## src/rtl/uart_tx_fifo_if.sv

```systemverilog
// rtl/uart_tx_fifo_if.sv - write/flag/line bundle between the UART bridge and the TX path
interface uart_tx_fifo_if #(
  parameter int C_DATA_BITS = 8
);
  logic [C_DATA_BITS-1:0] TX_data;
  logic                   wr_uart_en;
  logic                   Enable_tx;
  logic                   Full;
  logic                   Empty;
  logic                   Busy;
  logic                   TX;

  modport master (
    output TX_data, wr_uart_en, Enable_tx,
    input  Full, Empty, Busy, TX
  );

  modport slave (
    input  TX_data, wr_uart_en, Enable_tx,
    output Full, Empty, Busy, TX
  );
endinterface

```

## src/rtl/uart_tx_fifo.sv

```systemverilog
// rtl/uart_tx_fifo.sv - FIFO-buffered UART transmitter: start, LSB-first data, optional parity, stop
module uart_tx_fifo #(
  parameter int C_BAUDRATE    = 115_200,
  parameter int C_SYSTEM_FREQ = 50_000_000,
  parameter int C_DATA_BITS   = 8,
  parameter int C_USE_PARITY  = 0,
  parameter int C_ODD_PARITY  = 0,
  parameter int C_FIFO_DEPTH  = 16
) (
  input logic           Clk,
  input logic           Resetn,
  uart_tx_fifo_if.slave bus
);
  localparam int C_BIT_CLKS = C_SYSTEM_FREQ / C_BAUDRATE;
  localparam int CW = $clog2(C_BIT_CLKS + 1);
  localparam int AW = $clog2(C_FIFO_DEPTH);
  localparam int BW = $clog2(C_DATA_BITS + 1);

  typedef enum logic [2:0] {S_IDLE, S_START, S_DATA, S_PARITY, S_STOP} state_t;
  state_t state, state_n;

  logic [C_DATA_BITS-1:0] mem [C_FIFO_DEPTH];
  logic [AW-1:0]          wr_ptr, rd_ptr;
  logic [AW:0]            count, count_n;
  logic                   full_r, empty_r;
  logic                   push, pop;
  logic [C_DATA_BITS-1:0] head, shift, shift_n;
  logic                   par, par_n, tx_r, tx_n;
  logic [CW-1:0]          baud_cnt, baud_n;
  logic [BW-1:0]          bit_cnt, bit_n;
  logic                   bit_done, can_start;

  // Full blocks the write even when a pop lands on the same edge.
  assign push      = bus.wr_uart_en && !full_r;
  assign head      = mem[rd_ptr];
  assign bit_done  = (baud_cnt == CW'(C_BIT_CLKS - 1));
  assign can_start = !empty_r && bus.Enable_tx;

  always_comb begin
    count_n = count;
    case ({push, pop})
      2'b10:   count_n = count + 1'b1;
      2'b01:   count_n = count - 1'b1;
      default: count_n = count;
    endcase
  end

  always_ff @(posedge Clk) begin
    if (push) mem[wr_ptr] <= bus.TX_data;
  end

  always_ff @(posedge Clk or negedge Resetn) begin
    if (!Resetn) begin
      wr_ptr  <= '0;
      rd_ptr  <= '0;
      count   <= '0;
      full_r  <= 1'b0;
      empty_r <= 1'b1;
    end else begin
      if (push) wr_ptr <= wr_ptr + 1'b1;
      if (pop)  rd_ptr <= rd_ptr + 1'b1;
      count   <= count_n;
      full_r  <= (count_n == (AW+1)'(C_FIFO_DEPTH));
      empty_r <= (count_n == '0);
    end
  end

  always_ff @(posedge Clk or negedge Resetn) begin
    if (!Resetn) begin
      state    <= S_IDLE;
      baud_cnt <= '0;
      bit_cnt  <= '0;
      shift    <= '0;
      par      <= 1'b0;
      tx_r     <= 1'b1;
    end else begin
      state    <= state_n;
      baud_cnt <= baud_n;
      bit_cnt  <= bit_n;
      shift    <= shift_n;
      par      <= par_n;
      tx_r     <= tx_n;
    end
  end

  // Baud counter restarts whenever a bit ends, so every state entry sees it at zero.
  always_comb begin
    state_n = state;
    baud_n  = bit_done ? '0 : baud_cnt + 1'b1;
    bit_n   = bit_cnt;
    shift_n = shift;
    par_n   = par;
    tx_n    = tx_r;
    pop     = 1'b0;
    case (state)
      S_IDLE: begin
        baud_n = '0;
        tx_n   = 1'b1;
        if (can_start) begin
          pop     = 1'b1;
          shift_n = head;
          par_n   = (^head) ^ 1'(C_ODD_PARITY);
          tx_n    = 1'b0;
          state_n = S_START;
        end
      end
      S_START: begin
        if (bit_done) begin
          bit_n   = '0;
          tx_n    = shift[0];
          state_n = S_DATA;
        end
      end
      S_DATA: begin
        if (bit_done) begin
          if (bit_cnt == BW'(C_DATA_BITS - 1)) begin
            if (C_USE_PARITY != 0) begin
              tx_n    = par;
              state_n = S_PARITY;
            end else begin
              tx_n    = 1'b1;
              state_n = S_STOP;
            end
          end else begin
            shift_n = shift >> 1;
            tx_n    = shift[1];
            bit_n   = bit_cnt + 1'b1;
          end
        end
      end
      S_PARITY: begin
        if (bit_done) begin
          tx_n    = 1'b1;
          state_n = S_STOP;
        end
      end
      S_STOP: begin
        if (bit_done) begin
          // Chain straight into the next start bit when more data is queued.
          if (can_start) begin
            pop     = 1'b1;
            shift_n = head;
            par_n   = (^head) ^ 1'(C_ODD_PARITY);
            tx_n    = 1'b0;
            state_n = S_START;
          end else begin
            tx_n    = 1'b1;
            state_n = S_IDLE;
          end
        end
      end
      default: begin
        tx_n    = 1'b1;
        state_n = S_IDLE;
      end
    endcase
  end

  assign bus.TX    = tx_r;
  assign bus.Full  = full_r;
  assign bus.Empty = empty_r;
  assign bus.Busy  = (state != S_IDLE);
endmodule

```

## src/flat_wrapper.sv

```systemverilog
// flat-port wrapper written by rule: the top's interface ports become plain ports
module uart_tx_fifo_flat 
#(
  parameter int C_BAUDRATE    = 115_200,
  parameter int C_SYSTEM_FREQ = 50_000_000,
  parameter int C_DATA_BITS   = 8,
  parameter int C_USE_PARITY  = 0,
  parameter int C_ODD_PARITY  = 0,
  parameter int C_FIFO_DEPTH  = 16
)
  (Clk, Resetn, bus_TX_data, bus_wr_uart_en, bus_Enable_tx, bus_Full, bus_Empty, bus_Busy, bus_TX);
  uart_tx_fifo_if #(.C_DATA_BITS(C_DATA_BITS)) bus_i ();
  input logic Clk;
  input logic Resetn;
  input wire logic [$bits(bus_i.TX_data)-1:0] bus_TX_data;
  input wire logic [$bits(bus_i.wr_uart_en)-1:0] bus_wr_uart_en;
  input wire logic [$bits(bus_i.Enable_tx)-1:0] bus_Enable_tx;
  output wire logic [$bits(bus_i.Full)-1:0] bus_Full;
  output wire logic [$bits(bus_i.Empty)-1:0] bus_Empty;
  output wire logic [$bits(bus_i.Busy)-1:0] bus_Busy;
  output wire logic [$bits(bus_i.TX)-1:0] bus_TX;
  assign bus_i.TX_data = bus_TX_data;
  assign bus_i.wr_uart_en = bus_wr_uart_en;
  assign bus_i.Enable_tx = bus_Enable_tx;
  assign bus_Full = bus_i.Full;
  assign bus_Empty = bus_i.Empty;
  assign bus_Busy = bus_i.Busy;
  assign bus_TX = bus_i.TX;
  uart_tx_fifo #(.C_BAUDRATE(C_BAUDRATE), .C_SYSTEM_FREQ(C_SYSTEM_FREQ), .C_DATA_BITS(C_DATA_BITS), .C_USE_PARITY(C_USE_PARITY), .C_ODD_PARITY(C_ODD_PARITY), .C_FIFO_DEPTH(C_FIFO_DEPTH)) u_core (.Clk(Clk), .Resetn(Resetn), .bus(bus_i));
endmodule
```

## config.mk

```make
export PLATFORM = sky130hd
export DESIGN_NAME = uart_tx_fifo_flat
export DESIGN_NICKNAME = d
export VERILOG_FILES = /design/src/rtl/uart_tx_fifo_if.sv /design/src/rtl/uart_tx_fifo.sv /design/src/flat_wrapper.sv
export SDC_FILE = /design/constraint.sdc
export NUM_CORES = 1
export LEC_CHECK = 0
export CORE_MARGIN = 4
export CORE_UTILIZATION = 40
export DETAILED_ROUTE_END_ITERATION = 7
export HOLD_SLACK_MARGIN = 0.08
export PLACE_DENSITY = 0.6
export SLEW_MARGIN = 25
export SYNTH_ARGS = -nofsm -noshare
export SYNTH_HDL_FRONTEND = slang
export SYNTH_SLANG_ARGS = --single-unit
```

## constraint.sdc

```tcl
create_clock -name Clk -period 3.5 [get_ports Clk]
set_input_delay 0.875 -clock Clk [delete_from_list [all_inputs] [get_ports Clk]]
set_output_delay 0.875 -clock Clk [all_outputs]
set_load 0.005 [all_outputs]
```

-- Word level (Yosys, flattened, before mapping)
Memory sizes are Yosys's and may differ from the RTL's.
Index checks and enable logic that the tools add are counted.
- word-level logic and storage cells: 78
- memories kept: 1
- flip-flop bits (word level): 40
- memory bits (writable): 128
- input port bits: 12
- output and inout port bits: 4
- memories (name ; words ; width ; read ports ; clocked after Yosys merged registers in ; write ports ; RTL line ; RTL):
    u_core.mem ; 16 ; 8 ; 1 ; 0 ; 1 ; uart_tx_fifo.sv:22 ; logic [C_DATA_BITS-1:0] mem [C_FIFO_DEPTH];
- reduce and logical (&&, ||, !) cells: 13
- multiplexer cells: 32
- $add $sub $neg: 6
- eq/ne operators: 16
- operators by type and width (operator ; number):
    $mux 8 ; 4
    $pmux 8 s3 ; 1
    $mux 3 ; 6
    $mux 9 ; 2
    $pmux 3 s5 ; 1
    $add 4x1->4 const B ; 3
    $mux 4 ; 3
    $ne 2x1->1 const B ; 6
    $reduce_and 4->1 ; 3
    $mux 1 ; 11
    $pmux 5 s2 ; 1
    $add 9x1->9 const B ; 1
    $eq 9x9->1 const B ; 1
    $pmux 4 s2 ; 1
    $eq 3x2->1 const B ; 2
    $reduce_and 6->1 ; 1
    $reduce_bool 3->1 ; 2
    $add 5x1->5 const B ; 1
    $eq 5x5->1 const B ; 1
    $logic_not 5->1 ; 1
    $pmux 1 s5 ; 1
    $sub 5x1->5 const B ; 1
    $eq 4x3->1 const B ; 1
    $eq 3x1->1 const B ; 1
    9 further kinds ; 11

-- Depth between registers and ports, before layout
- word-level depth: 8
- gate-level depth with buffers: 13
- depth with buffers taken out: 13

-- Least setup slack after synthesis
Ideal clock, no wire load.
- path kind: in2reg
- start: input bus_Enable_tx
- end: register u_core.full_r, in the netlist u_core.bus.Full
- arrival time: 3.099 ns
- path slack: 0.301 ns
- stages on the path: 8
- data required time: 3.400 ns
- library setup time: 0.100 ns
- path buffers: 0
- cell sequence: or4b_4 > a21oi_2 > ha_1 > nor2_1 > or4b_1 > o211ai_2 > xor2_2 > nor4bb_1
- longest elaborated chain between the ends: 7
- elaborated cells on any way between the ends: 8
- those cells by class: eq/ne (3); mux (4); reduce/logical (1)
- RTL lines (item ; RTL line ; RTL):
    from (decl) ; flat_wrapper.sv:17 ; input wire logic [$bits(bus_i.Enable_tx)-1:0] bus_Enable_tx;
    $logic_and 1x1->1 (*) ; uart_tx_fifo.sv:37 ; assign can_start = !empty_r && bus.Enable_tx;
    $mux 1 (*) ; uart_tx_fifo.sv:99, uart_tx_fifo.sv:140 ;
    $mux 1 ; uart_tx_fifo.sv:138 ; if (bit_done) begin
    $pmux 1 s2 (*) ; uart_tx_fifo.sv:95 ; case (state)
    $eq 2x1->1 / $eq 2x2->1 (equally long branches) ; uart_tx_fifo.sv:41 ; case ({push, pop})
    $pmux 5 s2 (*) ; uart_tx_fifo.sv:41 ;
    via u_core.count_n[4] ; uart_tx_fifo.sv:24 ; logic [AW:0] count, count_n;
    $eq 5x5->1 (*) ; uart_tx_fifo.sv:63 ; full_r <= (count_n == (AW+1)'(C_FIFO_DEPTH));
    to (signal assigned) ; uart_tx_fifo.sv:63 ;
    to (decl) ; uart_tx_fifo.sv:25 ; logic full_r, empty_r;
Mark *: on every way through the listed nets, which the timed path passes. The rest lies on a longest branch.
A chain may end at the register's enable or synchronous reset.

-- Worst setup path after layout
Same ends and word-level chain as after synthesis.

==> results.toml <==
[run_status]
status = "completed"

[critical_path]
crit_path_start_kind = "input pin"
ff2ff_path_depth = 9
r2r_setup_slack_ps = 560
cp.required_ps = 3800
worst_path_max_delay_cell = "or4b_4"
critPathMaxStageDelay_ps = 520
end_kind = "flop"
regToRegEndpoint = "u_core.bus.Full"
r2r-start = "u_core.state[1]"
path_class = "in2reg"
cp_max_fo = 4
crit_chain = "clkdlybuf4s50_1 -> or4b_4 -> nor2_4 -> nand2_4 -> xnor2_1 -> ha_1 -> or4b_1 -> o211ai_2 -> xor2_2 -> nor4bb_1"
cp.arrival_ps = 3570

[die]
die_area_sq_mm = 0.0198
ioPinCount = 16
start_util_pct = 40.8
rows = 48
core_sq_mm = 0.0172
die_h_microns = 141
die-width_microns = 141

[place]
dpl_cell_area_sq_mm = 0.00750
dpl.cell_count = 640
globalplace.congestion = 0.797
dp_hpwl_microns = 8840
portBuffers = 15

[cts]
postCtsSetupBuffers = 0
cts_buffer_depth = 2
hold_buffers = 0
cts-root-buf = "clkbuf_16"
numCtsBuffers = 17
clock_sinks = 168
cts_tree = "done"
cts_resized = 0
clk_latency_ps = 430
clk_pin_slew_ps = 70
htree_levels = 4

[layout]
n_fill_cell = 1440
final_common_cell = "edfxtp_1"
design_area_sq_mm = 0.00812
drive_above_1_share_pct = 23.7
layout_common_cells = "128 x edfxtp_1, 40 x mux4_2, 37 x dfrtp_1, 21 x nand2_1, 18 x and2_1"
antenna_cells = 0
areaGrowthSynthToFinish_pct = 15.5
final_cells = 672
nNetsFinal = 456

[routing]
drcViolationCount = 0
detail_route.wl_per_cell_microns = 19.5
via_per_inst = 5.22
drt_wl_total_microns = 13100
dr.pass1.iters = 4
drt_iter0_drc = 248
vias = 3508
ant_nets = 0

[synth]
yosys_warnings = 0
synth_top_area_share_pct = 54.6
syn_nets = 424
synth_flop_cell = "edfxtp_1"
yosysSeqAreaShare_pct = 68.9
synth.ff_latch_count = 168
ys_types = 53
postSynthAreaPerCell_sq_um = 17.5
synth_cells = 402
synthArstFlopShare_pct = 23.8
synth-edff-count = 128
yosys-top-cells-area = "edfxtp_1 55%, dfrtp_1 14%, mux4_2 13%, ha_1 1.8%, and2_1 1.6%"
yosys.area.top_type = "edfxtp_1"
synth_area_sq_mm = 0.00703

[global_route]
grtUsageTotal_pct = 14.2
antenna_found_initial = 1
grt_first_pass_wirelength_microns = 21300
globalRoute.totalOverflow = 0
grt_max_degree = 41
grt_pass1_vias = 3739

[run]
drv_cap = 0

[sta]
worst_pin_slew_ps = 631
maxSlewHeadroom_pct = 57.9
finalHoldViolCount = 0
max_freq_mhz = 306
rsz0062_at_grt = "false"
skew_ps = 19.7
min_period_ps = 3270
finalCritPeriodShare_pct = 93.4
slew_viol_final = 0
setup_viol = 0

[power]
leakage_nw = 2.84
vdd_drop_max_v = 0.000380
p_per_area_mw_per_mm2 = 778

[worst_hold_path]
hp-class = "in2async"
## state kept, by name, summed over array words and instances (netlist names)
register	cells
u_core.baud_cnt	9
u_core.mem	128
u_core.shift	8
u_core.bus.TX	1
u_core.rd_ptr	4
u_core.count	5
u_core.wr_ptr	4
u_core.bus.Full	1
u_core.bit_cnt	4
u_core.state	3
u_core.bus.Empty	1
## logic make-up (layout without fill, tap and decap cells)
| kind of cell | after synthesis | in the layout | synth area share [%] |
|---|---|---|---|
| xor gates and xnor gates | 18 | 18 | 2.45 |
| muxes | 48 | 48 | 14.0 |
| and+or+nand+nor | 95 | 95 | 7.77 |
| buffers and inverters | 24 | 69 | 1.37 |
| AOI/OAI and AO/OA | 39 | 39 | 3.74 |
| DFF | 168 | 168 | 68.9 |
| adders and majority gates | 10 | 10 | 1.78 |
## cell type report
| cell class | instances | area [sq um] | area share [%] |
|---|---|---|---|
| clock buffers | 17 | 425 | 5.24 |
| flip-flops and latches | 168 | 4850 | 59.7 |
| multi-input cells | 210 | 2090 | 25.7 |
| clock inverters | 15 | 191 | 2.36 |
| inverters | 7 | 26.3 | 0.323 |
| repair buffers | 30 | 260 | 3.20 |
| well taps | 225 | 282 | 3.47 |
## report_power, final
group	internal, mW	leakage (nW)	switching [mW]
Sequential	2.48	1.65	0.280
Combinational	0.868	0.875	0.749
Clock	1.10	0.307	0.847
Total	4.44	2.84	1.88
## per-layer routing
| metal | share of wire [%] | GRT usage [%] | routed length, microns |
|---|---|---|---|
| met5 | 0.099 | 0 | 13 |
| met4 | 1.3 | 4.44 | 172 |
| met3 | 4.1 | 3.15 | 532 |
| met2 | 51 | 23.4 | 6640 |
| met1 | 44 | 19.0 | 5730 |
## cells in the mapped netlist (5+ instances only)
library cell and count:
edfxtp_1 128, xnor2_1 12, nor2_1 17, nand2_1 21
clkbuf_1 10, inv_1 7, ha_1 10, o21ai_0 12
buf_2 5, mux2i_1 6, a21oi_1 7, mux4_2 40
and2_1 18, dfrtp_1 38, nand3_1 5, nand2b_1 5
## through the flow
step | hold WS (ps) | util [%] | total power, mW | setup TNS (ps) | worst slack, ps
final | 420 | 47.1 | 6.32 | 0 | 232
after global routing | 465 | 47.1 | 6.67 | 0 | 80.6
after CTS | 473 | 47.1 | 6.40 | 0 | 227
after detailed placement | 459 | 43.5 | 4.45 | -236 | -236
after global placement | 461 | 43.5 | 4.40 | -67.1 | -67.1
after floorplan | 436 | - | 3.92 | 0 | 301
## worst max path at each step
stage / to / depth (start not counted) / start / slack, ps
finish: u_core.bus.Full / 10 / bus_Enable_tx / 230
floorplan: u_core.bus.Full / 8 / bus_Enable_tx / 300
global route: u_core.bus.Full / 12 / bus_Enable_tx / 80
detailed placement: u_core.bus.Full / 10 / bus_Enable_tx / -240
CTS: u_core.bus.Full / 10 / bus_Enable_tx / 230
global placement: u_core.bus.Full / 10 / bus_Enable_tx / -70
## critical path: cells and delay by family
family / cells / cell delay, ps
AOI/OAI and AO/OA: 1 / 110
xor gates and xnor gates: 2 / 310
adders and majority gates: 1 / 200
buffers and inverters: 1 / 500
and+or+nand+nor: 5 / 1590
Note: power is estimated with default switching activity, not from simulation.
